### config.mk
export PLATFORM = sky130hd
export DESIGN_NAME = mem_datos_arbiter
export DESIGN_NICKNAME = d
export VERILOG_FILES = /design/src/rtl/mem_arb_pkg.sv /design/src/rtl/mem_arb_pick.sv /design/src/rtl/mem_datos_arbiter.sv
export SDC_FILE = /design/constraint.sdc
export NUM_CORES = 1
export LEC_CHECK = 0
export ABC_AREA = 1
export CAP_MARGIN = 30
export CORE_MARGIN = 3
export CORE_UTILIZATION = 42
export CTS_CLUSTER_DIAMETER = 40
export CTS_CLUSTER_SIZE = 12
export DETAILED_ROUTE_END_ITERATION = 10
export GPL_TIMING_DRIVEN = 0
export HOLD_SLACK_MARGIN = 0.02
export PLACE_DENSITY = 0.89
export SLEW_MARGIN = 15
export SYNTH_ARGS = -nofsm -noshare
export SYNTH_HDL_FRONTEND = slang
export SYNTH_SLANG_ARGS = --single-unit
### constraint.sdc
create_clock -name CLK -period 2.51 [get_ports CLK]
set_clock_uncertainty 0.15 [all_clocks]
set_input_delay 0.6275 -clock CLK [delete_from_list [all_inputs] [get_ports CLK]]
set_output_delay 0.6275 -clock CLK [all_outputs]
set_load 0.005 [all_outputs]
### src/rtl/mem_arb_pkg.sv
// Shared types and constants for the Mem_Datos arbiter: FSM states, port ids, default widths.
// Latency: n/a (declarations only).
// Backpressure: n/a.
package mem_arb_pkg;

    typedef enum logic [1:0] {
        IDLE = 2'd0,
        BUSY = 2'd1,
        RESP = 2'd2
    } arb_state_t;

    typedef logic port_id_t;

    localparam port_id_t PORT_CPU = 1'b0;
    localparam port_id_t PORT_AUX = 1'b1;

    localparam int DEF_ADDR_W    = 32;
    localparam int DEF_DATA_W    = 32;
    localparam int DEF_MEM_WORDS = 256;

endpackage

### src/rtl/mem_arb_pick.sv
// Two-way request picker; MEM_ARB_RR_EN selects round-robin tie-break, otherwise port 0 wins ties.
// Latency: combinational, zero cycles.
// Backpressure: none; the loser simply keeps requesting.
module mem_arb_pick
    import mem_arb_pkg::*;
(
    input  logic     req0,
    input  logic     req1,
`ifdef MEM_ARB_RR_EN
    input  port_id_t last,
`endif
    output port_id_t win_id,
    output logic     win_vld
);

    always_comb begin
        win_vld = req0 | req1;
        win_id  = PORT_CPU;
`ifdef MEM_ARB_RR_EN
        // On a tie the port that was not granted last time goes first.
        if (req0 && req1) begin
            win_id = (last == PORT_CPU) ? PORT_AUX : PORT_CPU;
        end else if (req1) begin
            win_id = PORT_AUX;
        end
`else
        if (!req0 && req1) begin
            win_id = PORT_AUX;
        end
`endif
    end

endmodule

### src/rtl/mem_datos_arbiter.sv
// Shares single-port Mem_Datos between the load/store unit (port 0) and an aux master (port 1); MEM_ARB_RR_EN = round-robin ties.
// Latency: req sampled at E0, gnt during E0..E1, rvalid during E1..E2; one transaction per two cycles, RESP->BUSY back-to-back.
// Backpressure: requesters hold req until their gnt; the losing port waits, a req still high in RESP is a new request.
module mem_datos_arbiter
    import mem_arb_pkg::*;
#(
    parameter int ADDR_W    = DEF_ADDR_W,
    parameter int DATA_W    = DEF_DATA_W,
    parameter int MEM_WORDS = DEF_MEM_WORDS
) (
    input  logic              CLK,
    input  logic              RST,
    input  logic              req0,
    input  logic              we0,
    input  logic [ADDR_W-1:0] addr0,
    input  logic [DATA_W-1:0] wdata0,
    input  logic              req1,
    input  logic              we1,
    input  logic [ADDR_W-1:0] addr1,
    input  logic [DATA_W-1:0] wdata1,
    output logic              gnt0,
    output logic              gnt1,
    output logic              rvalid0,
    output logic              rvalid1,
    output logic [DATA_W-1:0] rdata0,
    output logic [DATA_W-1:0] rdata1,
    output logic              err0,
    output logic              err1,
    output logic [ADDR_W-1:0] mem_addr,
    output logic [DATA_W-1:0] mem_wdata,
    output logic              mem_we,
    input  logic [DATA_W-1:0] mem_rdata
);

    arb_state_t        state_q;
    port_id_t          port_q;
    logic              we_q;
    logic              in_range_q;
    logic [ADDR_W-1:0] addr_q;
    logic [DATA_W-1:0] wdata_q;
    logic [DATA_W-1:0] rdata_q;

    port_id_t          win_id;
    logic              win_vld;
    logic              sel_we;
    logic              sel_in_range;
    logic [ADDR_W-1:0] sel_addr;
    logic [DATA_W-1:0] sel_wdata;

`ifdef MEM_ARB_RR_EN
    port_id_t          last_q;
`endif

    mem_arb_pick u_pick (
        .req0    (req0),
        .req1    (req1),
`ifdef MEM_ARB_RR_EN
        .last    (last_q),
`endif
        .win_id  (win_id),
        .win_vld (win_vld)
    );

    always_comb begin
        sel_we    = we0;
        sel_addr  = addr0;
        sel_wdata = wdata0;
        if (win_id == PORT_AUX) begin
            sel_we    = we1;
            sel_addr  = addr1;
            sel_wdata = wdata1;
        end
    end

    // Widen both sides so the bound check cannot wrap for narrow address buses.
    assign sel_in_range = (64'(sel_addr) < 64'(MEM_WORDS));

    always_ff @(posedge CLK) begin
        if (RST) begin
            state_q    <= IDLE;
            port_q     <= PORT_CPU;
            we_q       <= 1'b0;
            in_range_q <= 1'b0;
            addr_q     <= '0;
            wdata_q    <= '0;
            rdata_q    <= '0;
`ifdef MEM_ARB_RR_EN
            last_q     <= PORT_AUX;
`endif
        end else begin
            case (state_q)
                IDLE, RESP: begin
                    if (win_vld) begin
                        state_q    <= BUSY;
                        port_q     <= win_id;
                        we_q       <= sel_we;
                        in_range_q <= sel_in_range;
                        addr_q     <= sel_addr;
                        wdata_q    <= sel_wdata;
`ifdef MEM_ARB_RR_EN
                        last_q     <= win_id;
`endif
                    end else begin
                        state_q <= IDLE;
                    end
                end
                BUSY: begin
                    // Writes and out-of-range reads return zero, so only in-range reads keep memory data.
                    rdata_q <= (!we_q && in_range_q) ? mem_rdata : '0;
                    state_q <= RESP;
                end
                default: state_q <= IDLE;
            endcase
        end
    end

    logic busy;
    logic resp;

    assign busy = (state_q == BUSY);
    assign resp = (state_q == RESP);

    assign gnt0    = busy && (port_q == PORT_CPU);
    assign gnt1    = busy && (port_q == PORT_AUX);
    assign rvalid0 = resp && (port_q == PORT_CPU);
    assign rvalid1 = resp && (port_q == PORT_AUX);
    assign err0    = rvalid0 && !in_range_q;
    assign err1    = rvalid1 && !in_range_q;
    assign rdata0  = rvalid0 ? rdata_q : '0;
    assign rdata1  = rvalid1 ? rdata_q : '0;

    assign mem_addr  = busy ? addr_q  : '0;
    assign mem_wdata = busy ? wdata_q : '0;
    assign mem_we    = busy && we_q && in_range_q;

endmodule

==> results.ini <==
[timing]
maxSlewHeadroom_pct=51.20
fin_crit_sh_pct=98.45
worst_hold_slack_ns=0.3199
finalHoldViolCount=0
period_minus_slack_ns=2.471
fmax_mhz=404.7
rsz0062_at_grt=yes
tns_ns=0
finalSetupViolCount=0
worstMarginPinSlew_ns=0.7320
fin_ws_ns=0.03888
slew_violations=0

[die]
io_pins=301
core_area_mm2=0.01226
dieArea_mm2=0.01421
start_util_pct=43.91
die_h_um=119.2
die_x_um=119.2
core.rowCount=40

[detailed_routing]
via_count=6340
firstDrtPassIters=5
drc_errors=0
vias_per_cell=5.056
drt_iter0_markers=497
totalWireLength_mm=21.19
post_drt_wl_per_cell_um=16.90
ant_nets=0

[run]
cap_violations=0

[clock_tree]
path_clk_slew_ns=0.07
clkLatencyLatePin_ns=0.34
clkSinkCount=101
cts_tree=done
cts_buffers=9
cts_buffer_depth=2
cts.root.buffer_cell=clkbuf_16
htreeDepth=3

[worst_setup_path]
path_max_fanout=11
cp.required_ns=1.73
crit_path_start_kind=flop
cp-end-kind=output port
setup.worst_path.class=reg -> out
arrival_ns=1.69

[place]
dp_slack_ns=-0.3212
port_buffers=298
dpl_cell_area_mm2=0.008577
place_inst=1228
hpwl_mm=15.78
gp_congestion=0.8626

[cells_and_area]
drive_above_1_share_pct=14.64
fillers=957
diodes=0
layout_common_cells=clkdlybuf4s50_1, nor2_1, inv_1, nand2_1, dfxtp_1
area_delta_synth_final_pct=68.35
utilization_pct=73.92
final_common_cell=clkdlybuf4s50_1
seq_area_mm2=0.002031
fin_cells=1254
fin_nets=1249
fin_area_mm2=0.009064
multi_input_comb_area_mm2=0.002638

[synthesis]
syn_nets=928
synthSimpleGateAreaFrac_pct=23.12
muxShareOfSynthArea_pct=0
syn_area_mm2=0.005384
synth_cell_type_count=24
synth_top_family_by_area=compound AO/OA/AOI/OAI gates
yosys_register_bits=101
synth_xor_area_share_pct=0
synthCells=762
yosysWarnings=0
seq_area_frac_synth_pct=37.56
synthAdderAreaFrac_pct=0
synth_area_per_cell_um2=7.066
synth-compound-area-share_pct=24.68

[global_routing]
met2_usage_pct=47.83
gr-total-overflow=0
gr-usage-met3_pct=7.170
grt_max_degree=15
grt_pass1_vias=6091
grt-busiest-layer=met2
antenna_found_initial=0
globalRouteTotalUtil_pct=27.84
grt_pass1_wl_mm=31.64
grtUsageMet1_pct=33.02

[power_and_ir_drop]
ir_drop_v=0.0002906
p_total_mw=4.162
p_leak_nw=4.348
pwr_density_cell_mw_per_mm2=459.2

[run_status]
status=completed

[worst_hold_path]
hp-class=reg -> reg

==> cell families after synthesis <==
logic type | after synthesis
AOI/OAI and AO/OA | 163
buffers and inverters | 184
and+or+nand+nor | 314
DFF | 101
==> registers in the layout, summed over array words and instances, names as in the netlist <==
signal / cells
addr_q: 32
rdata_q: 32
wdata_q: 32
state_q: 2
in_range_q: 1
port_q: 1
we_q: 1
==> per-layer routing <==
layer  vias to the layer above  share of wire (%)  routed length [um]
met5                         -                  0                   0
met1                      2966                 40                8495
met2                       259                 49               10420
met3                        42                7.8                1644
li1                       3073                  -                   -
met4                         0                3.0                 629
==> synthesized netlist by cell type <==
cell,n,share of area (%)
nand3b_1,5,0.70
nand3_1,11,1.0
clkbuf_1,29,2.0
a31oi_1,11,1.3
inv_1,121,8.4
buf_1,1,0.070
buf_6,6,1.3
o21ai_0,23,2.1
buf_2,15,1.4
nand2_1,110,7.7
dfxtp_1,101,38
nor2_1,178,12
a221oi_2,41,11
nor2_4,2,0.42
buf_4,9,1.3
inv_2,3,0.21
o211a_1,1,0.19
nor3_1,2,0.19
a21oi_2,1,0.16
nor3b_1,1,0.14
a21oi_1,54,5.0
nand2_2,4,0.46
nor2_2,1,0.12
a22oi_1,32,4.5
==> power breakdown <==
part / leakage [nW] / switching, mW / internal [mW]
registers: 0.833 / 0.0405 / 1.71
logic: 3.38 / 0.497 / 0.523
clock network: 0.139 / 0.605 / 0.790
total: 4.35 / 1.14 / 3.02
==> final timing paths <==
check | from | end | slack [ns] | depth (start not counted)
max | state_q[1] | mem_wdata[8] | 0.04 | 5
min | addr_q[0] | addr_q[0] | 0.32 | 2
min reg2reg | addr_q[0] | addr_q[0] | 0.32 | 2
max reg2reg | state_q[0] | wdata_q[19] | 0.75 | 6
==> critical path: stages, from the launching register on <==
cell and delay [ns]:
dfxtp_2 0.33, inv_4 0.10, nand2_8 0.11, clkbuf_8 0.19
nor2_1 0.11, clkdlybuf4s50_1 0.51
==> cell type report <==
cell class	count	area share [%]
Timing Repair Buffer	311	32.92
Multi-Input combinational cell	477	29.10
Sequential cell	101	22.40
Inverter	124	5.163
Buffer	59	4.983
Clock buffer	12	2.719
Tap cell	168	2.319
Clock inverter	2	0.3865
==> repair_timing <==
item / 4_1_cts / 5_1_grt
gates resized for setup: 140 / 81
hold buffers: 0 / 0
endpoints found under the hold margin: 0 / 0
setup buffers: 10 / 2
pin swaps: 1 / 3
cloned: 1 / 0
setup endpoints to repair: 133 / 66
No activity file was read; power rests on OpenSTA's default activity.
